`src/rtl/ut_pkg.sv`:
```
// Shared definitions for the parametrised UT datapath: ALU opcodes and multiply FSM states.
package ut_pkg;

  localparam int OPW = 4;

  typedef enum logic [OPW-1:0] {
    OP_PASS_R  = 4'd0,
    OP_AND     = 4'd1,
    OP_OR      = 4'd2,
    OP_XOR     = 4'd3,
    OP_ADD     = 4'd4,
    OP_SUB     = 4'd5,
    OP_SHL     = 4'd6,
    OP_SHR     = 4'd7,
    OP_NOT     = 4'd8,
    OP_PASS_IN = 4'd9,
    OP_MUL     = 4'd10
  } op_e;

  typedef enum logic [1:0] {
    ST_IDLE = 2'd0,
    ST_MUL  = 2'd1,
    ST_DONE = 2'd2
  } state_e;

endpackage

```
`src/rtl/ut_alu.sv`:
```
// Combinational single-cycle ALU of the UT datapath (everything except MUL).
// Define UT_SAT_EN to make ADD/SUB saturate instead of wrapping.
module ut_alu
  import ut_pkg::*;
#(
  parameter int WIDTH = 8
) (
  input  logic [OPW-1:0]   op,
  input  logic [WIDTH-1:0] a,
  input  logic [WIDTH-1:0] r,
  input  logic [WIDTH-1:0] d,
  input  logic             c,
  output logic [WIDTH-1:0] res,
  output logic             cout
);

  logic [WIDTH:0] sum;
  logic [WIDTH:0] diff;

  always_comb begin
    sum  = {1'b0, a} + {1'b0, r} + {{WIDTH{1'b0}}, c};
    diff = {1'b0, a} - {1'b0, r} - {{WIDTH{1'b0}}, c};
    res  = a;
    cout = c;
    case (op)
      OP_PASS_R:  res = r;
      OP_AND:     res = a & r;
      OP_OR:      res = a | r;
      OP_XOR:     res = a ^ r;
      OP_ADD: begin
        cout = sum[WIDTH];
`ifdef UT_SAT_EN
        res  = sum[WIDTH] ? {WIDTH{1'b1}} : sum[WIDTH-1:0];
`else
        res  = sum[WIDTH-1:0];
`endif
      end
      OP_SUB: begin
        // bit WIDTH of the extended difference is the borrow
        cout = diff[WIDTH];
`ifdef UT_SAT_EN
        res  = diff[WIDTH] ? {WIDTH{1'b0}} : diff[WIDTH-1:0];
`else
        res  = diff[WIDTH-1:0];
`endif
      end
      OP_SHL: begin
        res  = {a[WIDTH-2:0], c};
        cout = a[WIDTH-1];
      end
      OP_SHR: begin
        res  = {c, a[WIDTH-1:1]};
        cout = a[0];
      end
      OP_NOT:     res = ~a;
      OP_PASS_IN: res = d;
      default: begin
        res  = a;
        cout = c;
      end
    endcase
  end

endmodule

```
`src/rtl/ut_datapath_gen.sv`:
```
// UT datapath top: accumulator, register bank, flags and a WIDTH-cycle shift-add multiplier.
// Optional saturating ADD/SUB via macro UT_SAT_EN (handled inside ut_alu).
module ut_datapath_gen
  import ut_pkg::*;
#(
  parameter  int WIDTH = 8,
  parameter  int NREG  = 4,
  localparam int RAW   = $clog2(NREG)
) (
  input  logic             clk,
  input  logic             rst,
  input  logic             ce,
  input  logic [OPW-1:0]   sel_ual,
  input  logic [RAW-1:0]   src_sel,
  input  logic [RAW-1:0]   dst_sel,
  input  logic             load_reg,
  input  logic             load_accu,
  input  logic             load_carry,
  input  logic             init_carry,
  input  logic [WIDTH-1:0] data_in,
  output logic [WIDTH-1:0] data_out,
  output logic [WIDTH-1:0] rd_data,
  output logic             carry,
  output logic             zero,
  output logic             busy,
  output logic             done
);

  localparam int CW = $clog2(WIDTH);

  state_e                        state_reg;
  logic [WIDTH-1:0]              accu_reg;
  logic                          carry_reg;
  logic                          zero_reg;
  logic [WIDTH-1:0]              mul_a_reg;
  logic [2*WIDTH-1:0]            prod_reg;
  logic [CW-1:0]                 cnt_reg;
  logic [RAW-1:0]                mul_dst_reg;
  logic [NREG-1:0][WIDTH-1:0]    bank;

  logic [WIDTH-1:0]   alu_res;
  logic               alu_cout;
  logic               idle;
  logic               is_mul_op;
  logic               mul_trig;
  logic               mul_last;
  logic [WIDTH:0]     upper_next;
  logic [2*WIDTH-1:0] prod_next;
  logic               accu_we;
  logic [WIDTH-1:0]   accu_next;
  logic               reg_we;
  logic [RAW-1:0]     reg_idx;
  logic [WIDTH-1:0]   reg_next;

  ut_alu #(.WIDTH(WIDTH)) u_alu (
    .op   (sel_ual),
    .a    (accu_reg),
    .r    (bank[src_sel]),
    .d    (data_in),
    .c    (carry_reg),
    .res  (alu_res),
    .cout (alu_cout)
  );

  always_comb begin
    idle      = (state_reg == ST_IDLE);
    is_mul_op = (sel_ual == OP_MUL);
    mul_trig  = ce && idle && load_accu && is_mul_op;
    mul_last  = ce && (state_reg == ST_MUL) && (cnt_reg == CW'(WIDTH - 1));
    // One shift-add step: conditionally add the multiplicand to the upper half, then shift right.
    upper_next = {1'b0, prod_reg[2*WIDTH-1:WIDTH]} + (prod_reg[0] ? {1'b0, mul_a_reg} : '0);
    prod_next  = {upper_next, prod_reg[WIDTH-1:1]};
    accu_we    = (ce && idle && load_accu && !is_mul_op) || mul_last;
    accu_next  = mul_last ? prod_next[WIDTH-1:0] : alu_res;
    reg_we     = (ce && idle && load_reg) || mul_last;
    reg_idx    = mul_last ? mul_dst_reg : dst_sel;
    reg_next   = mul_last ? prod_next[2*WIDTH-1:WIDTH] : data_in;
  end

  for (genvar gi = 0; gi < NREG; gi++) begin : g_bank
    logic [WIDTH-1:0] r_reg;
    always_ff @(posedge clk or posedge rst) begin
      if (rst) begin
        r_reg <= '0;
      end else if (reg_we && (reg_idx == RAW'(gi))) begin
        r_reg <= reg_next;
      end
    end
    assign bank[gi] = r_reg;
  end

  always_ff @(posedge clk or posedge rst) begin
    if (rst) begin
      accu_reg  <= '0;
      zero_reg  <= 1'b1;
      carry_reg <= 1'b0;
    end else begin
      if (accu_we) begin
        accu_reg <= accu_next;
        zero_reg <= (accu_next == '0);
      end
      if (mul_last) begin
        carry_reg <= 1'b0;
      end else if (ce && idle) begin
        if (init_carry) begin
          carry_reg <= 1'b0;
        end else if (load_carry) begin
          carry_reg <= alu_cout;
        end
      end
    end
  end

  always_ff @(posedge clk or posedge rst) begin
    if (rst) begin
      state_reg   <= ST_IDLE;
      mul_a_reg   <= '0;
      prod_reg    <= '0;
      cnt_reg     <= '0;
      mul_dst_reg <= '0;
    end else if (ce) begin
      case (state_reg)
        ST_IDLE: begin
          if (mul_trig) begin
            state_reg   <= ST_MUL;
            mul_a_reg   <= accu_reg;
            prod_reg    <= {{WIDTH{1'b0}}, bank[src_sel]};
            cnt_reg     <= '0;
            mul_dst_reg <= dst_sel;
          end
        end
        ST_MUL: begin
          prod_reg <= prod_next;
          cnt_reg  <= cnt_reg + 1'b1;
          if (mul_last) begin
            state_reg <= ST_DONE;
          end
        end
        default: state_reg <= ST_IDLE;
      endcase
    end
  end

  assign data_out = accu_reg;
  assign rd_data  = bank[src_sel];
  assign carry    = carry_reg;
  assign zero     = zero_reg;
  assign busy     = (state_reg == ST_MUL);
  assign done     = (state_reg == ST_DONE);

endmodule
```
`config.mk`:
```
export PLATFORM = sky130hd
export DESIGN_NAME = ut_datapath_gen
export DESIGN_NICKNAME = d
export VERILOG_FILES = /design/src/rtl/ut_pkg.sv /design/src/rtl/ut_alu.sv /design/src/rtl/ut_datapath_gen.sv
export SDC_FILE = /design/constraint.sdc
export NUM_CORES = 1
export LEC_CHECK = 0
export BUFFER_PORTS_ARGS = -buffer_cell sky130_fd_sc_hd__buf_2
export CAP_MARGIN = 20
export CORE_AREA = 5 5 108 110
export DETAILED_ROUTE_END_ITERATION = 7
export DIE_AREA = 0 0 113 115
export PLACE_DENSITY = 0.72
export SLEW_MARGIN = 10
export SYNTH_ARGS = -nofsm -noshare
export SYNTH_HDL_FRONTEND = slang
export SYNTH_HIERARCHICAL = 1
export SYNTH_SLANG_ARGS = --single-unit
```
`constraint.sdc`:
```
create_clock -name clk -period 9.46 [get_ports clk]
set_clock_uncertainty 0.15 [all_clocks]
set_input_delay 1.892 -clock clk [delete_from_list [all_inputs] [get_ports clk]]
set_output_delay 1.892 -clock clk [all_outputs]
set_load 0.005 [all_outputs]
```
**After elaboration in Yosys (flattened, before gate mapping)**

Index checks and enable logic that the tools add are counted.

- Bits in registers: 73
- Output and inout bits: 20
- Input bits: 23
- Logic and storage cells: 86

- Add/subtract/negate cells: 6
- $lt $le $gt $ge: 1
- Bitwise logic cells: 4
- Eq/ne operators: 18
- Muxes and demuxes: 19
- Reductions and logical operators: 26

Operator list:

| cell | number |
|---|---|
| 8-bit case mux with 10 select lines | 1 |
| 8-bit 2-to-1 mux | 4 |
| 16-bit case mux with 2 select lines | 1 |
| 8-bit by 8-bit adder with 9-bit output | 2 |
| 8-bit binary-select mux with 2-bit select | 1 |
| 4-bit by 3-bit equality test with 1-bit output, second input constant | 4 |
| 16-bit 2-to-1 mux | 1 |
| 4-bit equality test, second input constant | 3 |
| 3-bit AND reduction | 4 |
| 1-bit logical AND | 11 |
| 9-bit by 1-bit adder with 9-bit output | 1 |
| 8-bit by 8-bit subtractor with 9-bit output | 1 |
| 9-bit by 1-bit subtractor with 9-bit output | 1 |
| 8-bit bitwise AND | 1 |
| 4-bit by 2-bit equality test with 1-bit output, second input constant | 2 |
| 8-bit zero test | 1 |
| 8-bit NOT | 1 |
| 8-bit OR | 1 |
| 8-bit bitwise XOR | 1 |
| 2-bit equality test, second input constant | 3 |
| 2-bit 2-to-1 mux | 3 |
| 3-bit case mux with 2 select lines | 1 |
| 6-bit nonzero test | 1 |
| 2-bit by 1-bit equality test with 1-bit output, second input constant | 2 |
| other kinds (15) | 22 |

**Longest topological paths before layout**

- Word-level depth: 9
- Depth in mapped cells: 14
- Depth with buffers taken out: 13

**By module**

The synthesis kept the hierarchy.

By module, submodules not included:

| module | cells each | instances | sequential area each (um^2) | area each (um^2) |
|---|---|---|---|---|
| ut_datapath_gen | 324 | 1 | 1,828.0 | 3,787.4 |
| ut_alu | 261 | 1 | 0.0 | 1,853.0 |

**Worst setup path before layout**

OpenSTA, ideal clock, no wires.

- Path kind: in2reg
- Start: input src_sel[1]
- End: register zero_reg, in the netlist zero
- Arrival time: 5,109 ps
- Setup time: 63 ps
- Buffers on the path: 1
- Data required time: 9,247 ps
- Stages: 14
- Path slack: 4,139 ps
- Cells stage by stage: clkbuf_1 -> mux4_2 -> inv_1 -> ha_1 -> ha_1 -> a21o_1 -> a221oi_4 -> xnor2_1 -> a2111oi_1 -> a21oi_1 -> nor3_1 -> nand3_1 -> o41ai_1 -> a32o_1

- Longest elaborated chain between the ends: 7
- Elaborated cells between the ends (all ways): 12
- Those cells by class: add/sub: 4; mux: 4; bitwise: 3; reduce/logical: 1

Ends and longest elaborated chain:

| element | RTL line | RTL |
|---|---|---|
| from (decl) | ut_datapath_gen.sv:14 | `input logic [RAW-1:0] src_sel,` |
| 8-bit binary-select mux with 2-bit select * | n/a |  |
| 8-bit 2-to-1 mux * | n/a |  |
| via rd_data[4] | ut_datapath_gen.sv:22 | `output logic [WIDTH-1:0] rd_data,` |
| 8-bit by 8-bit subtractor with 9-bit output or 8-bit by 8-bit adder with 9-bit output (tied branches) | ut_alu.sv:22, ut_alu.sv:21 |  |
| 9-bit by 1-bit subtractor with 9-bit output or 9-bit by 1-bit adder with 9-bit output (tied branches) | ut_alu.sv:22, ut_alu.sv:21 |  |
| 8-bit case mux with 10 select lines * | ut_alu.sv:25 | `case (op)` |
| via alu_res[6] | ut_datapath_gen.sv:41 | `logic [WIDTH-1:0] alu_res;` |
| 8-bit 2-to-1 mux * | ut_datapath_gen.sv:74 | `accu_next = mul_last ? prod_next[WIDTH-1:0] : alu_res;` |
| 8-bit zero test * | ut_datapath_gen.sv:100 | `zero_reg <= (accu_next == '0);` |
| to (signal assigned) | ut_datapath_gen.sv:100 |  |
| to (decl) | ut_datapath_gen.sv:34 | `logic zero_reg;` |

The timed path passes the listed nets; every way through them passes the cells marked *. The select of a mux whose other input is x is not followed.
A chain may end at the register's enable or synchronous reset.

**Worst setup path after layout**

- Start: input src_sel[1]
- End: register zero_reg, in the netlist zero

- Longest elaborated chain between the ends: 7
- Elaborated cells between the ends (all ways): 12
- Those cells by class: add/sub: 4; mux: 4; bitwise: 3; reduce/logical: 1

Ends and longest elaborated chain:

| element | RTL line | RTL |
|---|---|---|
| 8-bit binary-select mux with 2-bit select * | ut_datapath_gen.sv:58 | `.r (bank[src_sel]),` |
| 8-bit 2-to-1 mux (not written as such) * | ut_datapath_gen.sv:58 |  |
| 8-bit by 8-bit subtractor with 9-bit output or 8-bit by 8-bit adder with 9-bit output (tied branches) | ut_alu.sv:22, ut_alu.sv:21 |  |
| 9-bit by 1-bit subtractor with 9-bit output or 9-bit by 1-bit adder with 9-bit output (tied branches) | ut_alu.sv:22, ut_alu.sv:21 |  |
| 8-bit case mux with 10 select lines * | ut_alu.sv:25 |  |
| via alu_res[6] | ut_datapath_gen.sv:41 |  |
| 8-bit 2-to-1 mux * | ut_datapath_gen.sv:74 |  |
| 8-bit zero test * | ut_datapath_gen.sv:100 |  |

Marked as above.

==> results.json <==
{
  "status": "complete, no violations",
  "largest_register_ffs": 32,
  "tns_ps": 0,
  "cap_viol_max_count": 0,
  "core_area_um2": 10600,
  "ys_types": 79,
  "critPathKind": "primary input to flop",
  "routed_wl_mm": 15.4,
  "ys_seq_area_share_pct": 32.4,
  "cts_made_buffers": 9,
  "fin_crit_ps": 5180,
  "cp.required_ps": 9600,
  "report.final.setup_viol": 0,
  "min_path_cells": 1,
  "relSlewSlack_pct": 39.3,
  "first_global_vias": 4688,
  "finalHoldViolCount": 0,
  "hold_buffers": 0,
  "final_util_pct": 57.6,
  "cts_sinks": 73,
  "r2r_start": "g_bank[2].r_reg[4]",
  "io_pins": 43,
  "layout_worst_path_cycle_share_pct": 54.8,
  "synthFlopType": "dfrtp_1",
  "die_h_um": 115,
  "synth_nets": 653,
  "drt-vias-per-instance": 6.18,
  "grt_pass1_wl_mm": 25.1,
  "rows": 38,
  "synth_top_cell_by_area": "dfrtp_1",
  "drt_iter0_markers": 508,
  "grt_overflow": 0,
  "yosys_warnings": 6,
  "place_hpwl_mm": 11.6,
  "ys_seq_elements": 73,
  "start_kind": "primary input",
  "grt_util_all_layers_pct": 24.5,
  "clk_pin_slew_ps": 70,
  "vias": 4689,
  "leakagePower_uw": 0.00280,
  "drv_slew": 0,
  "synth_commonest_cells": "dfrtp_1 (72), nand2_1 (57), ha_1 (40), nor2_1 (39), o21ai_0 (34)",
  "cts_resized": 0,
  "layout-drive-gt1-share_pct": 20.5,
  "wl_per_cell_um": 20.3,
  "antenna_found_initial": 0,
  "ys_async_sr_fraction_pct": 100,
  "n_antenna_cell": 0,
  "htreeDepth": 3,
  "gp_congestion": 0.972,
  "worst_slew_pin_slew_ps": 910,
  "cp.arrival_ps": 5330,
  "dr.pass1.iters": 5,
  "post_cts.repair.setup_buffers": 0,
  "r2r_cells": 13,
  "clockRootBuffer": "clkbuf_8",
  "r2r_end": "zero",
  "grt_max_degree": 74,
  "cts_max_path_buffers": 2,
  "synth_area_um2": 5640,
  "area_delta_synth_final_pct": 8.21,
  "synthCells": 585,
  "synth-edff-count": 0,
  "path_max_fanout": 8,
  "start_util_pct": 53.2,
  "drc_errors": 0,
  "fin_nets": 682,
  "synth.most_common_cell": "dfrtp_1",
  "min_from": "cnt_reg[0]",
  "ant_nets": 0,
  "netlist_top_cells_area": "dfrtp_1 (32%), ha_1 (8.9%), mux2_2 (6.6%)",
  "synth_top_area_share_pct": 31.9,
  "hold_end": "cnt_reg[0]",
  "r2r_slack_ps": 5740,
  "avgSynthCellArea_um2": 9.64,
  "fmax_mhz": 193,
  "rsz0062_at_grt": "false",
  "hold_class": "flop to flop",
  "die_w_um": 113,
  "powerDensity_nw_per_um2": 344,
  "hold_ws_ps": 333,
  "clock_latency_ps": 350,
  "port_buffers": 42,
  "die_area_um2": 13000,
  "ir_drop_uv": 183,
  "endpoint_kind": "flop",
  "tritoncts": "yes"
}
## metrics by stage
| stage | instance area, um^2 | std cells | worst slack (ps) | total power [uW] |
|---|---|---|---|---|
| after CTS | 6100 | 758 | 4260 | 2090 |
| after global placement | 5890 | 742 | 4020 | 1800 |
| final | 6100 | 759 | 4280 | 2100 |
| after floorplan | 5640 | 585 | 4140 | 1510 |
| after detailed placement | 5890 | 742 | 3920 | 1830 |
| after global routing | 6100 | 759 | 4040 | 2280 |
## cell families (layout without fill, tap and decap cells)
family | count (synthesis) | count (layout) | synth area share [%]
compound gates | 151 | 151 | 18.7
simple gates | 175 | 175 | 15.9
flops | 73 | 73 | 32.4
fa+ha+maj | 45 | 45 | 10.6
mux | 67 | 67 | 15.2
buf+inv | 60 | 94 | 4.95
xor+xnor | 14 | 14 | 2.17
## report_power, final
part	total (uW)	switching, uW	internal, uW
combinational	1250	685	561
clock	252	116	136
sequential	600	146	453
## worst max-delay path, stage by stage
cell       delay, ps
buf_2            230
mux4_2           620
inv_1             90
ha_1             280
ha_1             390
a21o_1           240
a221oi_4         320
xnor2_1           90
a2111oi_1        430
a21oi_1          160
nor3_1           200
nand3_1          100
o41ai_1           90
a32o_1           170
## metal layers
layer  global-route usage, %  vias to the layer above  routed length [um]
li1                        -                     2201                   -
met1                    31.2                     2337                6520
met2                    43.2                      127                7900
met3                    3.37                       24                 721
met4                    7.53                        0                 294
met5                       0                        -                   0
## placed cells by master, fill, tap and decap left out, drive strengths merged, types with 7 or more instances in the layout
master	n
dfrtp	72
nand2	58
buf	46
mux2	45
ha	40
nor2	40
o21ai	39
inv	31
a21oi	24
and2	16
a31oi	15
mux2i	14
nand2b	12
nand3	12
clkbuf	12
a211oi	9
a21o	9
mux4	8
xor2	7
nor3	7
o211ai	7
xnor2	7
## worst max-delay path by stage
| stage | startpoint | end | slack (ps) | cells after the start |
|---|---|---|---|---|
| 2_1_floorplan | src_sel[1] | zero | 4140 | 14 |
| 3_3_place_gp | src_sel[1] | zero | 4020 | 14 |
| 6_report | src_sel[1] | zero | 4280 | 14 |
| 5_1_grt | src_sel[1] | zero | 4040 | 14 |
| 4_1_cts | src_sel[1] | zero | 4260 | 14 |
| 3_5_place_dp | src_sel[1] | zero | 3920 | 14 |
## area by class of cell
cell class,instances,area (um^2)
Fill cell,937,4500
Sequential cell,73,1830
Tap cell,140,175
Inverter,32,120
Timing Repair Buffer,46,240
Clock inverter,4,51.3
Clock buffer,12,155
Multi-Input combinational cell,452,3530
(Power assumes the default switching activity.)
